==> config.mk <==
export PLATFORM = sky130hd
export DESIGN_NAME = cva6_mem_responder
export DESIGN_NICKNAME = d
export VERILOG_FILES = /design/src/rtl/cva6_mem_responder.sv
export SDC_FILE = /design/constraint.sdc
export NUM_CORES = 1
export LEC_CHECK = 0
export ABC_AREA = 1
export CAP_MARGIN = 20
export CELL_PAD_IN_SITES_DETAIL_PLACEMENT = 2
export CELL_PAD_IN_SITES_GLOBAL_PLACEMENT = 2
export CORE_MARGIN = 4
export CORE_UTILIZATION = 44
export DETAILED_ROUTE_END_ITERATION = 16
export PLACE_DENSITY = 0.83
export SETUP_SLACK_MARGIN = 0.02
export SLEW_MARGIN = 15
export SYNTH_ARGS = -nofsm -noshare
export SYNTH_HDL_FRONTEND = slang
export SYNTH_SLANG_ARGS = --single-unit
==> constraint.sdc <==
create_clock -name clk_i -period 7.9 [get_ports clk_i]
set_input_delay 2.37 -clock clk_i [delete_from_list [all_inputs] [get_ports clk_i]]
set_output_delay 2.37 -clock clk_i [all_outputs]
set_load 0.05 [all_outputs]
==> src/rtl/cva6_mem_responder.sv <==
`default_nettype none
// +--------------------------------------------------------------------------+
// | Module      : cva6_mem_responder                                         |
// | Description : Memory-side responder for the LSU. Serves one load at a    |
// |               time after a fixed latency, with forwarding from the store |
// |               queue. Committed stores are buffered and drained to a word |
// |               memory, one store_mem_resp pulse per write.                |
// | Ports       : clk_i, rst_ni (sync, active-low)                           |
// |               load_req_i/load_addr_i -> load_ready_o, load_mem_resp_o,   |
// |               load_data_o                                                |
// |               store_commit_i/store_addr_i/store_data_i -> store_ready_o, |
// |               store_mem_resp_o, sq_count_o                               |
// | Revision    : 1.0 - initial release                                      |
// +--------------------------------------------------------------------------+
module cva6_mem_responder #(
  parameter int LOAD_LATENCY  = 3,
  parameter int STORE_LATENCY = 1,
  parameter int SQ_DEPTH      = 4,
  parameter int MEM_WORDS     = 32
) (
  input  logic                          clk_i,
  input  logic                          rst_ni,
  input  logic                          load_req_i,
  input  logic [31:0]                   load_addr_i,
  output logic                          load_ready_o,
  output logic                          load_mem_resp_o,
  output logic [31:0]                   load_data_o,
  input  logic                          store_commit_i,
  input  logic [31:0]                   store_addr_i,
  input  logic [31:0]                   store_data_i,
  output logic                          store_ready_o,
  output logic                          store_mem_resp_o,
  output logic [$clog2(SQ_DEPTH):0]     sq_count_o
);

  localparam int c_IW = $clog2(MEM_WORDS);
  localparam int c_PW = $clog2(SQ_DEPTH);
  localparam int c_CW = c_PW + 1;

  localparam logic [1:0] c_ST_IDLE = 2'd0;
  localparam logic [1:0] c_ST_WAIT = 2'd1;
  localparam logic [1:0] c_ST_RESP = 2'd2;

  // Backing memory and store-queue storage (not reset)
  logic [31:0]     r_mem     [MEM_WORDS];
  logic [c_IW-1:0] r_sq_idx  [SQ_DEPTH];
  logic [31:0]     r_sq_data [SQ_DEPTH];

  logic [1:0]      r_state, w_state_nxt;
  logic [2:0]      r_cnt;
  logic [c_IW-1:0] r_idx;
  logic [31:0]     r_load_data;

  logic [c_PW-1:0] r_wr_ptr, r_rd_ptr;
  logic [c_CW-1:0] r_count;
  logic [2:0]      r_dwell;
  logic            r_cooldown;
  logic            r_store_resp;

  logic            w_load_accept;
  logic            w_enter_resp;
  logic [c_IW-1:0] w_rd_idx;
  logic            w_fwd_hit;
  logic [31:0]     w_fwd_data;
  logic [c_PW-1:0] w_slot;
  logic [31:0]     w_load_word;
  logic            w_sq_full;
  logic            w_enq;
  logic            w_deq;
  logic            w_unused_addr;

  // Only the word-index bits of each address are used
  assign w_unused_addr = ^{load_addr_i, store_addr_i};

  // ---------------------------------------------------------------- load FSM
  always_ff @(posedge clk_i) begin
    if (!rst_ni) r_state <= c_ST_IDLE;
    else         r_state <= w_state_nxt;
  end

  always_comb begin
    w_state_nxt = r_state;
    unique case (r_state)
      c_ST_IDLE: if (load_req_i) w_state_nxt = (LOAD_LATENCY == 1) ? c_ST_RESP : c_ST_WAIT;
      c_ST_WAIT: if (r_cnt == 3'd0) w_state_nxt = c_ST_RESP;
      c_ST_RESP: w_state_nxt = c_ST_IDLE;
      default:   w_state_nxt = c_ST_IDLE;
    endcase
  end

  always_comb begin
    load_ready_o    = (r_state == c_ST_IDLE);
    load_mem_resp_o = (r_state == c_ST_RESP);
    load_data_o     = (r_state == c_ST_RESP) ? r_load_data : 32'd0;
  end

  assign w_load_accept = (r_state == c_ST_IDLE) && load_req_i;
  assign w_enter_resp  = (w_state_nxt == c_ST_RESP) && (r_state != c_ST_RESP);
  // With a latency of 1 the data is sampled on the accepting edge itself
  assign w_rd_idx      = (r_state == c_ST_IDLE) ? load_addr_i[c_IW+1:2] : r_idx;

  // Youngest matching queue entry wins: walk oldest to youngest, last hit sticks
  always_comb begin
    w_fwd_hit  = 1'b0;
    w_fwd_data = 32'd0;
    w_slot     = '0;
    for (int i = 0; i < SQ_DEPTH; i++) begin
      w_slot = r_rd_ptr + c_PW'(i);
      if ((c_CW'(i) < r_count) && (r_sq_idx[w_slot] == w_rd_idx)) begin
        w_fwd_hit  = 1'b1;
        w_fwd_data = r_sq_data[w_slot];
      end
    end
  end

  assign w_load_word = w_fwd_hit ? w_fwd_data : r_mem[w_rd_idx];

  // WAIT counts remaining edges; RESP is entered when it has reached zero
  always_ff @(posedge clk_i) begin
    if (!rst_ni) begin
      r_cnt       <= 3'd0;
      r_idx       <= '0;
      r_load_data <= 32'd0;
    end else begin
      if (w_load_accept) begin
        r_idx <= load_addr_i[c_IW+1:2];
        r_cnt <= 3'(LOAD_LATENCY - 1);
      end else if ((r_state == c_ST_WAIT) && (r_cnt != 3'd0)) begin
        r_cnt <= r_cnt - 3'd1;
      end
      if (w_enter_resp) r_load_data <= w_load_word;
    end
  end

  // ------------------------------------------------------------- store queue
  assign w_sq_full     = (r_count == c_CW'(SQ_DEPTH));
  assign w_enq         = store_commit_i && !w_sq_full;
  assign w_deq         = (r_count != '0) && !r_cooldown &&
                         (r_dwell == 3'(STORE_LATENCY - 1));
  assign store_ready_o    = !w_sq_full;
  assign store_mem_resp_o = r_store_resp;
  assign sq_count_o       = r_count;

  always_ff @(posedge clk_i) begin
    if (!rst_ni) begin
      r_wr_ptr     <= '0;
      r_rd_ptr     <= '0;
      r_count      <= '0;
      r_dwell      <= 3'd0;
      r_cooldown   <= 1'b0;
      r_store_resp <= 1'b0;
    end else begin
      if (w_enq) r_wr_ptr <= r_wr_ptr + c_PW'(1);
      if (w_deq) r_rd_ptr <= r_rd_ptr + c_PW'(1);
      if (w_enq && !w_deq)      r_count <= r_count + c_CW'(1);
      else if (!w_enq && w_deq) r_count <= r_count - c_CW'(1);
      // Dwell restarts for each new head; the edge after a write is a dead cycle
      if ((r_count != '0) && !r_cooldown) r_dwell <= w_deq ? 3'd0 : r_dwell + 3'd1;
      r_cooldown   <= w_deq;
      r_store_resp <= w_deq;
    end
  end

  // Storage writes are suppressed during reset so dropped stores never land
  always_ff @(posedge clk_i) begin
    if (rst_ni && w_enq) begin
      r_sq_idx[r_wr_ptr]  <= store_addr_i[c_IW+1:2];
      r_sq_data[r_wr_ptr] <= store_data_i;
    end
    if (rst_ni && w_deq) r_mem[r_sq_idx[r_rd_ptr]] <= r_sq_data[r_rd_ptr];
  end

endmodule
`default_nettype wire

Word-level counts from Yosys, hierarchy flattened
Memory sizes are Yosys's and may differ from the RTL's. A register that Yosys moved wholly into a read port is not among the register bits.
Cells that the tools add are included.
{ "word_totals": {"n_memories": 3, "reg_bits": 53, "ramBits": 1172} }
{ "op_classes": {"bitwise": 1, "n_addsub": 8, "magnitude_cmp": 4, "reduce_logical": 26, "mux": 27, "n_eq_ne": 9} }
{ "mem_list": {"columns": ["memory", "words", "width", "rd", "rd_ports_with_merged_regs", "write_ports", "line", "source"], "rows": [
  ["r_mem", 32, 32, 1, 0, 1, "45", "logic [31:0] r_mem [MEM_WORDS];"],
  ["r_sq_data", 4, 32, 4, 1, 1, "47", "logic [31:0] r_sq_data [SQ_DEPTH];"],
  ["r_sq_idx", 4, 5, 4, 1, 1, "46", "logic [c_IW-1:0] r_sq_idx [SQ_DEPTH];"]
]} }
{ "op_table": {"columns": ["cell", "count"], "rows": [
  ["32-bit 2-to-1 mux", 6],
  ["5-bit equality test", 4],
  ["2-bit 2-to-1 mux", 8],
  ["1-bit logical AND", 14],
  ["3-bit 2-to-1 mux", 3],
  ["1-bit 2-to-1 mux", 8],
  ["3-bit by 1-bit adder with 3-bit output, second input constant", 2],
  ["3-bit logical NOT", 2],
  ["1-bit by 3-bit less-than comparator with 1-bit output, first input constant", 2],
  ["2-bit by 3-bit less-than comparator with 1-bit output, first input constant", 2],
  ["3-bit nonzero test", 2],
  ["3-bit by 1-bit subtractor with 3-bit output, second input constant", 2],
  ["5-bit 2-to-1 mux", 1],
  ["2-bit by 1-bit adder with 2-bit output, second input constant", 2],
  ["2-bit adder, second input constant", 2],
  ["2-bit equality test, second input constant", 2],
  ["1-bit logical NOT", 4],
  ["2-bit one-hot mux with 2 select lines", 1],
  ["2-bit nonzero test", 2],
  ["3-bit equality test, second input constant", 1],
  ["2-bit by 1-bit equality test with 1-bit output, second input constant", 1],
  ["2-bit logical NOT", 1],
  ["2-bit != test, second input constant", 1],
  ["2-bit OR reduction", 1],
  ["1-bit NOT", 1]
]} }

Logic depth before layout (Yosys ltp)
{ "depth": {"ltp_word": 9, "ltp_mapped": 19, "depth_no_buf": 16} }

Worst setup path after synthesis
No wires, ideal clock.
{ "synth_timing": {"path_type": "in2reg", "start": "input rst_ni", "end": "memory r_mem[0][0] (enable)", "required_time_ps": 7479, "arrival_ps": 4476, "slack_ps": 3002, "n_path_buf": 0, "path_stages": 4, "path_cell_list": "clkinv_1 nor2_1 nand3_1 nor2_1"} }
{ "synth_between": {"elab_chain_cells": 3} }
{ "synth_rtl": {"columns": ["element", "line", "source"], "rows": [
  ["start, declared", "22", "input logic rst_ni,"],
  ["1-bit logical AND", "170", "if (rst_ni && w_deq) r_mem[r_sq_idx[r_rd_ptr]] <= r_sq_data[r_rd_ptr];"],
  ["1-bit 2-to-1 mux", "170", null],
  ["1-bit 2-to-1 mux (implied by the code)", "170", null],
  ["end, declared", "45", null]
]} }
Every way passes these cells.

Final worst setup path
{ "layout_timing": {"start": "input rst_ni", "end": "memory r_mem[24][23] (enable)"} }
The elaborated chain is that of the path after synthesis.

==> results_dict.tcl <==
set metrics [dict create \
    run_status "finished, final reports clean" \
    via_count 46280 \
    crit_fanout 23 \
    synth_fa_ha_area_share_pct 0.2942 \
    wl_per_cell_um 34.05 \
    syn_inst 5545 \
    yosysMostFrequentCell "nand2_1" \
    grt_pass1_wl_um 341300 \
    clockBufferDepth 3 \
    hold_viol 0 \
    fmax_mhz 176.4 \
    yosysTopAreaCell "edfxtp_1" \
    drv_cap 0 \
    arrival_ps 6060 \
    synth_flop_cell "edfxtp_1" \
    fin_util_pct 50.16 \
    drcViolationCount 0 \
    period_needed_ps 5670 \
    synth.area.mux_share_pct 0 \
    synth-xor-area-share_pct 0.07922 \
    synth_top_family_by_area "simple AND/OR/NAND/NOR gates" \
    cts_tree "built" \
    yosysTopAreaCellShare_pct 63.66 \
    syn_avg_cell_area_um2 9.969 \
    totalWireLength_um 247700 \
    synth_compound_area_share_pct 5.581 \
    fin_hold_ws_ps 479.2 \
    cts_made_buffers 135 \
    hold_path.class "flip-flop to flip-flop" \
    synth-edff-count 1172 \
    synth-async-reset-ratio_pct 0 \
    synth_seq_area_share_pct 65.66 \
    maxSlewViolCount 0 \
    gp_congestion 0.7887 \
    vdd_drop_max_mv 0.2166 \
    die_w_um 362.5 \
    synth_nets 5658 \
    netlist_area_um2 55280 \
    routed_via_density 6.362 \
    fin_tns_setup_ps 0 \
    synth_cell_types 37 \
    finalSetupViolCount 0 \
    dp_cells 7017 \
    initial_core_util_pct 44.48 \
    slew_headroom_pct 18.37 \
    nets 5645 \
    synthSimpleGateAreaFrac_pct 22.26 \
    die_y_um 362.5 \
    postCtsSetupBuffers 0 \
    synth-warning-count 0 \
    port_buffers 84 \
    core_area_um2 124300 \
    cts_htree_levels 4 \
    grt_max_degree 174 \
    critPathKind "input port to flip-flop" \
    first_iter_violations 5612 \
    cts_resized 0 \
    root_buffer "clkbuf_16" \
    hpwl_um 123800 \
    firstDrtPassIters 5 \
    p_leak_nw 23.99 \
    p_per_area_nw_per_um2 335.9 \
    ant_nets 0 \
    instances_no_fill 7275 \
    ios 139 \
    synth.area.top_cells "edfxtp_1 (64%), nand2_1 (14%), nand3_1 (5.9%)" \
    period_share_pct 71.77 \
    drive_gt1_share_pct 6.460 \
    rsz0062_at_grt "no" \
    area_growth_pct 12.77 \
    dieArea_um2 131400 \
    path_clk_slew_ps 60 \
    fin_skew_ps 41.91 \
    synth_common_cells "nand2_1 (2034), edfxtp_1 (1172), nand3_1 (647), inv_1 (454), nor2_1 (285)" \
    grt_pass1_vias 49480 \
    antenna_found_initial 12 \
    worst_pin_slew_ps 1222 \
    postCtsHoldBufs 0 \
    ys_seq_elements 1227 \
    gr-total-overflow 0 \
    grt.total_usage_pct 35.21 \
    cts_sinks 1227 \
    cp_data_required_time_ps 8290 \
    critPathLaunchType "input port" \
    clk_latency_ps 790 \
    rows 129 \
    critPathCaptureType "flip-flop" \
]
==> critical path: stages <==
cell             delay (ps)
clkdlybuf4s50_1         810
clkinv_1                190
nor2_1                  690
nand3_1                 260
buf_4                   310
nor2_4                  650
buf_4                   730
==> report_power, final <==
part           switching, mW  total, mW  internal [mW]
sequential             0.136       8.46           8.32
clock                   2.98       6.47           3.49
combinational           4.79       6.01           1.22
total                   7.91       20.9           13.0
==> cells by family (layout without fill, tap and decap cells) <==
| logic type | after synthesis | in the layout |
|---|---|---|
| DFF | 1227 | 1227 |
| other | 0 | 3 |
| buffers and inverters | 801 | 891 |
| xor gates and xnor gates | 5 | 5 |
| adders and majority gates | 13 | 13 |
| and+or+nand+nor | 3018 | 3018 |
| AOI/OAI and AO/OA | 481 | 481 |
==> placed cells by master, fill, tap and decap left out, types with 2 or more instances in the layout <==
cell type,count
a21oi_1,81
a32o_1,31
buf_12,14
buf_16,11
buf_4,77
bufinv_16,7
clkbuf_1,26
clkbuf_16,144
clkdlybuf4s50_1,84
clkinv_1,29
clkinv_2,28
clkinv_8,3
clkinvlp_4,2
dfxtp_1,53
dfxtp_4,2
diode_2,3
edfxtp_1,1172
ha_1,13
inv_1,451
inv_2,6
inv_6,7
nand2_1,2030
nand2_2,3
nand2_4,5
nand2_8,2
nand3_1,647
nand3_2,5
nand4_1,33
nor2_1,249
nor2_2,2
nor2_4,39
o2111ai_1,31
o211ai_1,153
o21ai_0,175
o21ai_4,3
xor2_1,4
==> final cells by class <==
class / instances / area [µm²]
Clock buffer: 167 / 3615
Multi-Input combinational cell: 3517 / 15950
Inverter: 460 / 1732
Timing Repair Buffer: 191 / 2117
Clock inverter: 73 / 568.0
Sequential cell: 1227 / 36300
Fill cell: 12640 / 61940
Tap cell: 1637 / 2048
Antenna cell: 3 / 7.507
==> worst paths after layout <==
kind | from | end | slack [ps] | cells past startpoint
min reg2reg | r_cnt[0] | r_cnt[0] | 480 | 2
max | rst_ni | r_mem[24][23] | 2230 | 7
max reg2reg | r_rd_ptr[1] | r_load_data[22] | 2800 | 16
min | r_cnt[0] | r_cnt[0] | 480 | 2
==> routing by layer <==
layer	global-route usage [%]	vias up	routed length, µm
met5	0	-	74
met4	17.64	10	15810
met3	6.915	903	21590
met2	59.73	2956	118600
met1	43.07	23760	91630
li1	-	18660	-
==> state kept, by name, summed over array words and instances, names as in the netlist, named ones only <==
name / cells
r_cnt: 3
r_mem: 1024
r_dwell: 3
r_load_data: 32
store_mem_resp_o: 1
sq_count_o: 3
r_idx: 5
r_rd_ptr: 2
r_wr_ptr: 2
r_state: 2
r_sq_data: 128
r_sq_idx: 20
==> per-stage QoR <==
| step | power, mW | setup slack [ps] | cell area (µm²) |
|---|---|---|---|
| global route | 21.49 | 2175 | 62330 |
| CTS | 20.36 | 2284 | 61950 |
| global placement | 13.50 | 1809 | 57690 |
| finish | 20.94 | 2230 | 62340 |
| detailed placement | 13.91 | 1669 | 57770 |
| floorplan | 11.61 | 3002 | 55280 |
(Power assumes the default switching activity.)
